[src/rtl/sc_lastregbackg_sequencer_pkg.sv]
// Shared encodings for the last-row background-type register sequencer:
// FSM state codes, shift-selection codes and the level-to-direction helper.
package sc_lastregbackg_sequencer_pkg;

  typedef enum logic [2:0] {
    S_IDLE    = 3'd0,
    S_CLEAR   = 3'd1,
    S_LOAD    = 3'd2,
    S_RUN     = 3'd3,
    S_SHIFT   = 3'd4,
    S_FINAL   = 3'd5,
    S_LEVELUP = 3'd6,
    S_DONE    = 3'd7
  } state_t;

  localparam logic [1:0] SHIFT_HOLD  = 2'b00;
  localparam logic [1:0] SHIFT_LEFT  = 2'b01;
  localparam logic [1:0] SHIFT_RIGHT = 2'b10;

  // Even levels scroll the row left, odd levels scroll it right.
  function automatic logic [1:0] shift_for_level(input logic [1:0] lvl);
    return lvl[0] ? SHIFT_RIGHT : SHIFT_LEFT;
  endfunction

endpackage

[src/rtl/sc_lastregbackg_sequencer_if.sv]
// Bundle between game-level controller, sequencer and the last-row register.
// master = stimulus/controller side, slave = the sequencer itself.
interface sc_lastregbackg_sequencer_if;
  logic       start_InLow;
  logic       abort_InLow;
  logic       tick_In;
  logic       goal_In;
  logic       clear_OutLow;
  logic       load_OutLow;
  logic [1:0] shiftselection_Out;
  logic [1:0] transitioncounter_OutBUS;
  logic       loadfinal_OutLow;
  logic       done_Out;

  modport master (
    output start_InLow, abort_InLow, tick_In, goal_In,
    input  clear_OutLow, load_OutLow, shiftselection_Out,
           transitioncounter_OutBUS, loadfinal_OutLow, done_Out
  );

  modport slave (
    input  start_InLow, abort_InLow, tick_In, goal_In,
    output clear_OutLow, load_OutLow, shiftselection_Out,
           transitioncounter_OutBUS, loadfinal_OutLow, done_Out
  );
endinterface

[src/rtl/sc_lastregbackg_sequencer_tickdivider.sv]
// Counts accepted prescaler ticks modulo SHIFT_PERIOD; tc flags the tick
// that completes a period (counter at SHIFT_PERIOD-1).
module sc_tickdivider #(
  parameter int SHIFT_PERIOD  = 4,
  parameter int TICKCNT_WIDTH = 4
) (
  input  logic SC_LastRegBACKGTYPE_CLOCK_50,
  input  logic SC_LastRegBACKGTYPE_RESET_InHigh,
  input  logic clr,
  input  logic en,
  output logic tc
);
  localparam logic [TICKCNT_WIDTH-1:0] LAST = TICKCNT_WIDTH'(SHIFT_PERIOD - 1);

  logic [TICKCNT_WIDTH-1:0] cnt;

  assign tc = (cnt == LAST);

  always_ff @(posedge SC_LastRegBACKGTYPE_CLOCK_50 or posedge SC_LastRegBACKGTYPE_RESET_InHigh) begin
    if (SC_LastRegBACKGTYPE_RESET_InHigh) cnt <= '0;
    else if (clr)                         cnt <= '0;
    else if (en)                          cnt <= tc ? '0 : cnt + 1'b1;
  end
endmodule

[src/rtl/sc_lastregbackg_sequencer.sv]
// Moore sequencer for the Frogger last-row background-type register:
// clear, load, tick-paced shifting and goal-driven level advance.
module sc_lastregbackg_sequencer
  import sc_lastregbackg_sequencer_pkg::*;
#(
  parameter int SHIFT_PERIOD  = 4,
  parameter int TICKCNT_WIDTH = 4,
  parameter int NUM_LEVELS    = 4
) (
  input  logic                          SC_LastRegBACKGTYPE_CLOCK_50,
  input  logic                          SC_LastRegBACKGTYPE_RESET_InHigh,
  sc_lastregbackg_sequencer_if.slave    bus
);
  localparam logic [1:0] LAST_LEVEL = 2'(NUM_LEVELS - 1);

  state_t     state, state_n;
  logic [1:0] level, level_n;
  logic       goal_pend, goal_pend_n;
  logic       div_clr, div_en, div_tc;

  sc_tickdivider #(
    .SHIFT_PERIOD  (SHIFT_PERIOD),
    .TICKCNT_WIDTH (TICKCNT_WIDTH)
  ) u_div (
    .SC_LastRegBACKGTYPE_CLOCK_50     (SC_LastRegBACKGTYPE_CLOCK_50),
    .SC_LastRegBACKGTYPE_RESET_InHigh (SC_LastRegBACKGTYPE_RESET_InHigh),
    .clr                              (div_clr),
    .en                               (div_en),
    .tc                               (div_tc)
  );

  always_comb begin
    state_n     = state;
    level_n     = level;
    goal_pend_n = goal_pend;
    div_clr     = 1'b0;
    div_en      = 1'b0;
    if (!bus.abort_InLow) begin
      state_n     = S_IDLE;
      level_n     = '0;
      goal_pend_n = 1'b0;
      div_clr     = 1'b1;
    end else begin
      case (state)
        S_IDLE:  if (!bus.start_InLow) state_n = S_CLEAR;
        S_CLEAR: begin
          level_n = '0;
          state_n = S_LOAD;
          if (bus.goal_In) goal_pend_n = 1'b1;
        end
        S_LOAD: begin
          div_clr = 1'b1;
          state_n = S_RUN;
          if (bus.goal_In) goal_pend_n = 1'b1;
        end
        S_RUN: begin
          // Goal wins over a coincident tick; that tick is simply dropped.
          if (bus.goal_In || goal_pend) begin
            state_n     = S_FINAL;
            goal_pend_n = 1'b0;
            div_clr     = 1'b1;
          end else if (bus.tick_In) begin
            div_en = 1'b1;
            if (div_tc) state_n = S_SHIFT;
          end
        end
        S_SHIFT: begin
          state_n = S_RUN;
          if (bus.goal_In) goal_pend_n = 1'b1;
        end
        S_FINAL:   state_n = (level == LAST_LEVEL) ? S_DONE : S_LEVELUP;
        S_LEVELUP: begin
          if (level != LAST_LEVEL) level_n = level + 2'd1;
          state_n = S_LOAD;
        end
        S_DONE:  if (!bus.start_InLow) state_n = S_CLEAR;
        default: state_n = S_IDLE;
      endcase
    end
  end

  // Outputs are registered from the next-state values so they line up with
  // the state they belong to while staying glitch-free toward the register.
  always_ff @(posedge SC_LastRegBACKGTYPE_CLOCK_50 or posedge SC_LastRegBACKGTYPE_RESET_InHigh) begin
    if (SC_LastRegBACKGTYPE_RESET_InHigh) begin
      state                        <= S_IDLE;
      level                        <= '0;
      goal_pend                    <= 1'b0;
      bus.clear_OutLow             <= 1'b1;
      bus.load_OutLow              <= 1'b1;
      bus.shiftselection_Out       <= SHIFT_HOLD;
      bus.transitioncounter_OutBUS <= '0;
      bus.loadfinal_OutLow         <= 1'b1;
      bus.done_Out                 <= 1'b0;
    end else begin
      state                        <= state_n;
      level                        <= level_n;
      goal_pend                    <= goal_pend_n;
      bus.clear_OutLow             <= (state_n != S_CLEAR);
      bus.load_OutLow              <= (state_n != S_LOAD);
      bus.shiftselection_Out       <= (state_n == S_SHIFT) ? shift_for_level(level_n) : SHIFT_HOLD;
      bus.transitioncounter_OutBUS <= level_n;
      bus.loadfinal_OutLow         <= (state_n != S_FINAL);
      bus.done_Out                 <= (state_n == S_DONE);
    end
  end
endmodule
[src/flat_wrapper.sv]
// flat-port wrapper written by rule: the top's interface ports become plain ports
module sc_lastregbackg_sequencer_flat import sc_lastregbackg_sequencer_pkg::*;
#(
  parameter int SHIFT_PERIOD  = 4,
  parameter int TICKCNT_WIDTH = 4,
  parameter int NUM_LEVELS    = 4
)
  (SC_LastRegBACKGTYPE_CLOCK_50, SC_LastRegBACKGTYPE_RESET_InHigh, bus_start_InLow, bus_abort_InLow, bus_tick_In, bus_goal_In, bus_clear_OutLow, bus_load_OutLow, bus_shiftselection_Out, bus_transitioncounter_OutBUS, bus_loadfinal_OutLow, bus_done_Out);
  sc_lastregbackg_sequencer_if bus_i ();
  input  logic SC_LastRegBACKGTYPE_CLOCK_50;
  input  logic SC_LastRegBACKGTYPE_RESET_InHigh;
  input wire logic [$bits(bus_i.start_InLow)-1:0] bus_start_InLow;
  input wire logic [$bits(bus_i.abort_InLow)-1:0] bus_abort_InLow;
  input wire logic [$bits(bus_i.tick_In)-1:0] bus_tick_In;
  input wire logic [$bits(bus_i.goal_In)-1:0] bus_goal_In;
  output wire logic [$bits(bus_i.clear_OutLow)-1:0] bus_clear_OutLow;
  output wire logic [$bits(bus_i.load_OutLow)-1:0] bus_load_OutLow;
  output wire logic [$bits(bus_i.shiftselection_Out)-1:0] bus_shiftselection_Out;
  output wire logic [$bits(bus_i.transitioncounter_OutBUS)-1:0] bus_transitioncounter_OutBUS;
  output wire logic [$bits(bus_i.loadfinal_OutLow)-1:0] bus_loadfinal_OutLow;
  output wire logic [$bits(bus_i.done_Out)-1:0] bus_done_Out;
  assign bus_i.start_InLow = bus_start_InLow;
  assign bus_i.abort_InLow = bus_abort_InLow;
  assign bus_i.tick_In = bus_tick_In;
  assign bus_i.goal_In = bus_goal_In;
  assign bus_clear_OutLow = bus_i.clear_OutLow;
  assign bus_load_OutLow = bus_i.load_OutLow;
  assign bus_shiftselection_Out = bus_i.shiftselection_Out;
  assign bus_transitioncounter_OutBUS = bus_i.transitioncounter_OutBUS;
  assign bus_loadfinal_OutLow = bus_i.loadfinal_OutLow;
  assign bus_done_Out = bus_i.done_Out;
  sc_lastregbackg_sequencer #(.SHIFT_PERIOD(SHIFT_PERIOD), .TICKCNT_WIDTH(TICKCNT_WIDTH), .NUM_LEVELS(NUM_LEVELS)) u_core (.SC_LastRegBACKGTYPE_CLOCK_50(SC_LastRegBACKGTYPE_CLOCK_50), .SC_LastRegBACKGTYPE_RESET_InHigh(SC_LastRegBACKGTYPE_RESET_InHigh), .bus(bus_i));
endmodule
[config.mk]
export PLATFORM = sky130hd
export DESIGN_NAME = sc_lastregbackg_sequencer_flat
export DESIGN_NICKNAME = d
export VERILOG_FILES = /design/src/rtl/sc_lastregbackg_sequencer_pkg.sv /design/src/rtl/sc_lastregbackg_sequencer_if.sv /design/src/rtl/sc_lastregbackg_sequencer_tickdivider.sv /design/src/rtl/sc_lastregbackg_sequencer.sv /design/src/flat_wrapper.sv
export SDC_FILE = /design/constraint.sdc
export NUM_CORES = 1
export LEC_CHECK = 0
export ABC_AREA = 1
export CORE_UTILIZATION = 50
export DETAILED_ROUTE_END_ITERATION = 16
export GPL_TIMING_DRIVEN = 0
export PLACE_DENSITY = 0.78
export SLEW_MARGIN = 20
export SYNTH_ARGS = -nofsm -noshare
export SYNTH_HDL_FRONTEND = slang
export SYNTH_SLANG_ARGS = --single-unit
[constraint.sdc]
create_clock -name SC_LastRegBACKGTYPE_CLOCK_50 -period 1.8 [get_ports SC_LastRegBACKGTYPE_CLOCK_50]
set_clock_uncertainty 0.1 [all_clocks]
set_input_delay 0.18 -clock SC_LastRegBACKGTYPE_CLOCK_50 [delete_from_list [all_inputs] [get_ports SC_LastRegBACKGTYPE_CLOCK_50]]
set_output_delay 0.18 -clock SC_LastRegBACKGTYPE_CLOCK_50 [all_outputs]
set_load 0.02 [all_outputs]
### Word-level counts from Yosys, hierarchy flattened

Index checks and enable logic that the tools add are counted.

* flip-flop bits (word level): 16
* input port bits: 6
* word-level logic and storage cells: 67

* add/subtract/negate cells: 2
* eq/ne operators: 20
* muxes and demuxes: 26
* reductions and logical operators: 9

Operators with widths (count)
* 3-bit == test, second input constant: 6
* 3-bit 2-to-1 mux: 5
* 3-bit by 2-bit != test with 1-bit output, second input constant: 5
* 3-bit one-hot mux with 5 select lines: 1
* 4-bit 2-to-1 mux: 3
* 1-bit 2-to-1 mux: 10
* 2-bit 2-to-1 mux: 4
* 3-bit by 2-bit == test with 1-bit output, second input constant: 2
* 3-bit by 1-bit != test with 1-bit output, second input constant: 2
* 2-bit OR reduction: 3
* 4-bit by 1-bit adder with 4-bit output, second input constant: 1
* 4-bit by 2-bit == test with 1-bit output, second input constant: 1
* 1-bit one-hot mux with 2 select lines: 2
* 2-bit one-hot mux with 2 select lines: 1
* 3-bit by 1-bit == test with 1-bit output, second input constant: 1
* 3-bit zero test: 1
* 3-bit != test, second input constant: 1
* 3-bit AND reduction: 1
* 3-bit OR reduction: 1
* 2-bit by 1-bit adder with 2-bit output, second input constant: 1
* 2-bit == test, second input constant: 1
* 2-bit != test, second input constant: 1
* 2-bit AND reduction: 1
* 2-bit nonzero test: 1
* 1-bit logical OR: 1

### Depth between registers and ports, before layout

Gate-level depths: netlist (run 1).

* depth in word-level cells: 8
* mapped depth: 10
* mapped depth without buffers: 10

### Cells and area by module

A second synthesis (run 1) with hierarchy kept.

* cell total of the unflattened synthesis: 117
* area, all modules: 898.4 um^2

By module, submodules not included
* sc_lastregbackg_sequencer: instances 1, cells an instance 86, area each 674.4 um^2, sequential area each 304.0 um^2
* sc_tickdivider: instances 1, cells an instance 31, area each 224.0 um^2, sequential area each 100.1 um^2

### Worst setup path before layout (run 1)

OpenSTA, ideal clock, no wires.

* path type: register to register
* start point: register u_core.bus.transitioncounter_OutBUS[0] (netlist name)
* end point: register u_core.bus.shiftselection_Out[0]
* setup time: 0.121 ns
* arrival time: 1.147 ns
* data required time: 1.579 ns
* setup slack: 0.432 ns
* stages on the path, launching flop included: 9
* path buffers: 0
* clock period less this slack: 1.368 ns
* path through: dfrtp_1 -> ha_1 -> nand2_1 -> nor2_1 -> nor2_1 -> nand3_1 -> nand3_2 -> nand2_2 -> nor2_1

RTL lines
* end signal, assigned: RTL line sc_lastregbackg_sequencer.sv:101 `bus.shiftselection_Out <= (state_n == S_SHIFT) ? shift_for_level(level_n) : SHIFT_HOLD;`
* end, declared: RTL line sc_lastregbackg_sequencer_if.sv:23 `output clear_OutLow, load_OutLow, shiftselection_Out,`

### Worst setup path after layout (run 1)

* start point: register u_core.bus.load_OutLow
* end point: output port bus_load_OutLow

RTL lines
* start, declared: RTL line sc_lastregbackg_sequencer_if.sv:23
* start signal, assigned: RTL line sc_lastregbackg_sequencer.sv:100 `bus.load_OutLow <= (state_n != S_LOAD);`
* end, declared: RTL line flat_wrapper.sv:17 `output wire logic [$bits(bus_i.load_OutLow)-1:0] bus_load_OutLow;`

No word-level cell between the ends.

==> impl_metrics.tcl, run 1 <==
set metrics [dict create \
    status "finished, final reports clean" \
    yosysTopAreaCell "dfrtp_1" \
    post_cts_resized 0 \
    crit_path_max_incr_delay_ns 0.59 \
    antenna_found_initial 0 \
    grt_overflow_total 0 \
    clock_sinks 16 \
    final_cell_area_sq_mm 0.00107 \
    fmax_ghz 0.593 \
    setup_tns_ns 0 \
    worst-path-buf-inv 1 \
    drv_slew 0 \
    fp.dieW_um 44.0 \
    hold_buffers 0 \
    synth_common_cells "nand2_1, inv_1, dfrtp_1, nand3_1, nor2_1" \
    cp.arrival_ns 1.41 \
    synth.most_common_cell "nand2_1" \
    crit_chain "clkdlybuf4s50_1" \
    antenna_cells 0 \
    slew_headroom 0.612 \
    crit_start "u_core.bus.load_OutLow$_DFF_PP1_" \
    gp_congestion 0.848 \
    viasPerCell 5.22 \
    coreArea_sq_mm 0.00158 \
    rrSetupSlack_ns 0.32 \
    r2r-start "u_core.state[0]$_DFF_PP0_" \
    portBuffers 13 \
    worstReg2RegEnd "u_core.bus.shiftselection_Out[0]$_DFF_PP0_" \
    synth_ff_type "dfrtp_1" \
    cap_violations 0 \
    seqCellArea_sq_um 404 \
    fin_crit_sh 0.937 \
    start_util 0.560 \
    grt_max_degree 17 \
    crit_required_ns 1.52 \
    clk_pin_slew_worst_paths_ns 0.09 \
    p_leak_nw 0.508 \
    row_count 14 \
    ys_seq_area_frac 0.458 \
    cts-htree-levels 1 \
    synth_top_area_frac 0.368 \
    drt_first_pass_iters 6 \
    dp_hpwl_mm 1.26 \
    min_path_type "in -> async" \
    io_pins 14 \
    drc 0 \
    synth_cells 111 \
    post-place-ws_ns 0.138 \
    syn-num-nets 120 \
    numCtsBuffers 3 \
    clock-root-buffer "clkbuf_4" \
    fill_cells 135 \
    drt-initial-drc-count 20 \
    grt_pass1_vias 707 \
    grt_first_pass_wirelength_mm 2.82 \
    clockBufferDepth 2 \
    clkLatencyLatePin_ns 0.29 \
    p_per_area_mw_per_mm2 827 \
    synth_area_leaders "dfrtp_1, nand2_1, dfstp_2" \
    cp-start-kind "register" \
    path_delay_family "buffers and inverters" \
    cts_setup_buffers 0 \
    rr_worst_depth 8 \
    rsz0062_at_grt "no" \
    synth.distinct_cells 22 \
    area_growth_pct 21.1 \
    path_max_fanout 1 \
    synth-seq-cells 16 \
    ys.warnings.count 0 \
    max_slew.worst_pin.slew_ns 0.581 \
    drive_above_1_share 0.180 \
    drt-wirelength-per-cell_um 11.4 \
    track_usage 0.199 \
    setup_viol 0 \
    cts_tree "yes" \
    worst_slack_ns 0.114 \
    syn_area_sq_um 883 \
    ir_drop_v 0.000560 \
    power_uw 884 \
    syn_avg_cell_area_sq_um 7.96 \
    die_h_um 44.0 \
    finalNetCount 138 \
    synth_edf_count 0 \
    hold_viol 0 \
    die-area_sq_mm 0.00194 \
    worst_path_max_delay_cell "clkdlybuf4s50_1" \
    route.antenna.remaining_nets 0 \
    vias 751 \
    endpoint_kind "primary output" \
    min_period_ns 1.69 \
    path_class "reg -> out" \
    drt_wl_total_mm 1.64 \
    multi_input_area_sq_um 407 \
    async_reset_ff_frac 1.00 \
    dpl-instance-area_sq_mm 0.00103 \
]
## through the flow
step	util	instances	hold WS, ns
floorplan	-	111	-0.00841
global placement	0.656	140	0.420
detailed placement	0.656	140	0.450
CTS	0.679	144	0.161
global route	0.679	144	0.213
finish	0.679	144	0.140
## worst max-delay path by stage
stage / end / depth (start not counted) / slack (ns)
after floorplan: u_core.bus.shiftselection_Out[0]$_DFF_PP0_ / 8 / 0.43
after global placement: u_core.bus.shiftselection_Out[0]$_DFF_PP0_ / 6 / 0.14
after detailed placement: u_core.bus.shiftselection_Out[0]$_DFF_PP0_ / 6 / 0.14
after CTS: bus_clear_OutLow / 1 / 0.10
after global routing: bus_load_OutLow / 1 / 0.07
final: bus_load_OutLow / 1 / 0.11
## cells by family after synthesis
| logic type | after synthesis | share of synthesized area |
|---|---|---|
| AND/OR/NAND/NOR | 61 | 0.333 |
| flip-flops | 16 | 0.458 |
| buffers and inverters | 19 | 0.0821 |
| AO/OA/AOI/OAI | 11 | 0.0751 |
| adder cells (fa/ha/maj) | 3 | 0.0425 |
| XOR/XNOR | 1 | 0.00992 |
## sequential cells by signal (all words and copies together) (netlist names)
| signal | count |
|---|---|
| u_core.bus.loadfinal_OutLow | 1 |
| u_core.state | 3 |
| u_core.goal_pend | 1 |
| u_core.u_div.cnt | 4 |
| u_core.bus.shiftselection_Out | 2 |
| u_core.bus.done_Out | 1 |
| u_core.bus.transitioncounter_OutBUS | 2 |
| u_core.bus.clear_OutLow | 1 |
| u_core.bus.load_OutLow | 1 |
## power breakdown
group / total [mW] / internal, mW / switching [mW]
clock: 0.238 / 0.123 / 0.115
sequential: 0.424 / 0.395 / 0.0292
combinational: 0.222 / 0.0847 / 0.138
total: 0.884 / 0.603 / 0.281
## metal layers
layer | global-route usage | up-vias | routed length, um
li1 | - | 388 | -
met1 | 0.265 | 334 | 774
met5 | 0 | - | 0
met3 | 0.0408 | 5 | 91
met2 | 0.321 | 24 | 755
met4 | 0.0788 | 0 | 20
## area by class of cell
cell class,instances,share of cell area
clock buffer,4,0.0339
inverter,19,0.0678
multi-input combinational,76,0.380
sequential,16,0.378
tap,16,0.0187
timing repair buffer,13,0.122
## cell usage in the layout (no fill, tap or decap), types with 4 or more instances in the layout
master and instances:
nand2_2 5, inv_1 14, nor2_1 11, clkdlybuf4s50_1 13
dfrtp_1 13, nand2_1 26, nand3_1 13, o21ai_0 4
Note: power is estimated with default switching activity, not from simulation.
==> run 2: changes to the inputs <==
CORE_MARGIN = 4   (was not set)
==> impl_metrics.tcl, run 2 (same netlist as run 1, synthesis figures left out) <==
set metrics [dict create \
    rr_worst_depth 7 \
    die-area_sq_mm 0.00250 \
    worst_slack_ns 0.119 \
    drt_wl_total_mm 1.69 \
    cp-start-kind "register" \
    worst-path-buf-inv 1 \
    r2r-start "u_core.u_div.cnt[0]$_DFFE_PP0P_" \
    top_regs "u_core.u_div.cnt: 4 flops, u_core.state: 3 flops" \
    status "finished, final reports clean" \
    rrSetupSlack_ns 0.30 \
    placedCellCount 148 \
    route.antenna.remaining_nets 0 \
    worstReg2RegEnd "u_core.bus.shiftselection_Out[0]$_DFF_PP0_" \
    wl_met1_um 719 \
    power_uw 880 \
    setup_tns_ns 0 \
    clock_sinks 16 \
    hold_buffers 0 \
    drv_slew 0 \
    drc 0 \
    fp.dieW_um 50.0 \
    cap_violations 0 \
    slew_headroom 0.613 \
    met2_length_um 872 \
    mostFrequentLayoutCells "nand2_1, inv_1, nand3_1, clkdlybuf4s50_1, dfrtp_1" \
    grt_first_pass_wirelength_mm 2.99 \
    p_per_area_mw_per_mm2 815 \
    track_usage 0.160 \
    grt_max_degree 17 \
    clkLatencyLatePin_ns 0.29 \
    hold_viol 0 \
    finalNonFillerCells 152 \
    regMostFlops "u_core.u_div.cnt" \
    rsz0062_at_grt "no" \
    cts_tree "yes" \
    cts-htree-levels 1 \
    largest_register_ffs 4 \
    crit_required_ns 1.52 \
    met3_length_um 83 \
    drt-wirelength-per-cell_um 11.1 \
    crit_chain "clkdlybuf4s50_1" \
    ir_drop_v 0.000596 \
    clk_pin_slew_worst_paths_ns 0.09 \
    finalNetCount 138 \
    row_count 14 \
    final_cell_area_sq_mm 0.00108 \
    crit_path_max_incr_delay_ns 0.59 \
    worst_path_max_delay_cell "clkdlybuf4s50_1" \
    clockBufferDepth 2 \
    min_path_type "in -> async" \
    grt_pass1_vias 733 \
    grt_overflow_total 0 \
    fin_crit_sh 0.934 \
    max_slew.worst_pin.slew_ns 0.579 \
    antenna_found_initial 0 \
    cp.arrival_ns 1.40 \
    viasPerCell 4.95 \
    whs_ns 0.141 \
    fmax_ghz 0.595 \
    setup_viol 0 \
    numCtsBuffers 3 \
    drive_above_1_share 0.180 \
    drt_first_pass_iters 4 \
    clock-root-buffer "clkbuf_4" \
    min_period_ns 1.68 \
    dpl-instance-area_sq_mm 0.00104 \
    coreArea_sq_mm 0.00159 \
    vias 752 \
    die_h_um 50.0 \
    post_cts_resized 0 \
    final_common_cell "nand2_1" \
    start_util 0.554 \
    io_pins 14 \
    path_max_fanout 1 \
    drt-initial-drc-count 7 \
    path_delay_family "buffers and inverters" \
    gp_congestion 0.775 \
    fill_cells 131 \
    cts_setup_buffers 0 \
    p_leak_nw 0.508 \
    utilization 0.677 \
    area_growth_pct 22.2 \
    antenna_cells 0 \
    dp_hpwl_mm 1.36 \
    path_class "reg -> out" \
    routed.top_layer "met4" \
    portBuffers 13 \
    post-place-ws_ns 0.112 \
    endpoint_kind "primary output" \
]
==> run 2: cell type report <==
type	instances	area, sq um	area share
Multi-Input combinational cell	76	407	0.377
Sequential cell	16	404	0.374
Timing Repair Buffer	13	130	0.121
Inverter	19	72.6	0.0672
Clock buffer	4	36.3	0.0336
Tap cell	24	30.0	0.0278
==> run 2: how the worst max path moves through the flow <==
stage / start / endpoint / cells after the start / slack, ns
detailed placement: bus_abort_InLow / u_core.bus.shiftselection_Out[0]$_DFF_PP0_ / 6 / 0.11
global route: u_core.bus.clear_OutLow$_DFF_PP1_ / bus_clear_OutLow / 1 / 0.06
CTS: u_core.bus.loadfinal_OutLow$_DFF_PP1_ / bus_loadfinal_OutLow / 1 / 0.1
floorplan: u_core.bus.transitioncounter_OutBUS[0]$_DFF_PP0_ / u_core.bus.shiftselection_Out[0]$_DFF_PP0_ / 8 / 0.43
global placement: bus_abort_InLow / u_core.bus.shiftselection_Out[0]$_DFF_PP0_ / 6 / 0.13
finish: u_core.bus.clear_OutLow$_DFF_PP1_ / bus_clear_OutLow / 1 / 0.12
==> run 2: where the power goes <==
group | internal (mW) | leakage (nW) | switching (mW)
combinational | 0.0845 | 0.276 | 0.138
clock | 0.123 | 0.0210 | 0.112
sequential | 0.395 | 0.211 | 0.0274
total | 0.603 | 0.508 | 0.277
==> run 2: routing by layer <==
metal | vias up | track usage
li1 | 385 | -
met1 | 348 | 0.183
met2 | 17 | 0.270
met3 | 2 | 0.0602
met4 | 0 | 0.0553
met5 | - | 0
==> run 3: changes to the inputs <==
SKIP_LAST_GASP = 1   (was not set)
==> results of run 3 <==
Same layout as run 2: the final DEF is identical, and so are final timing and power.
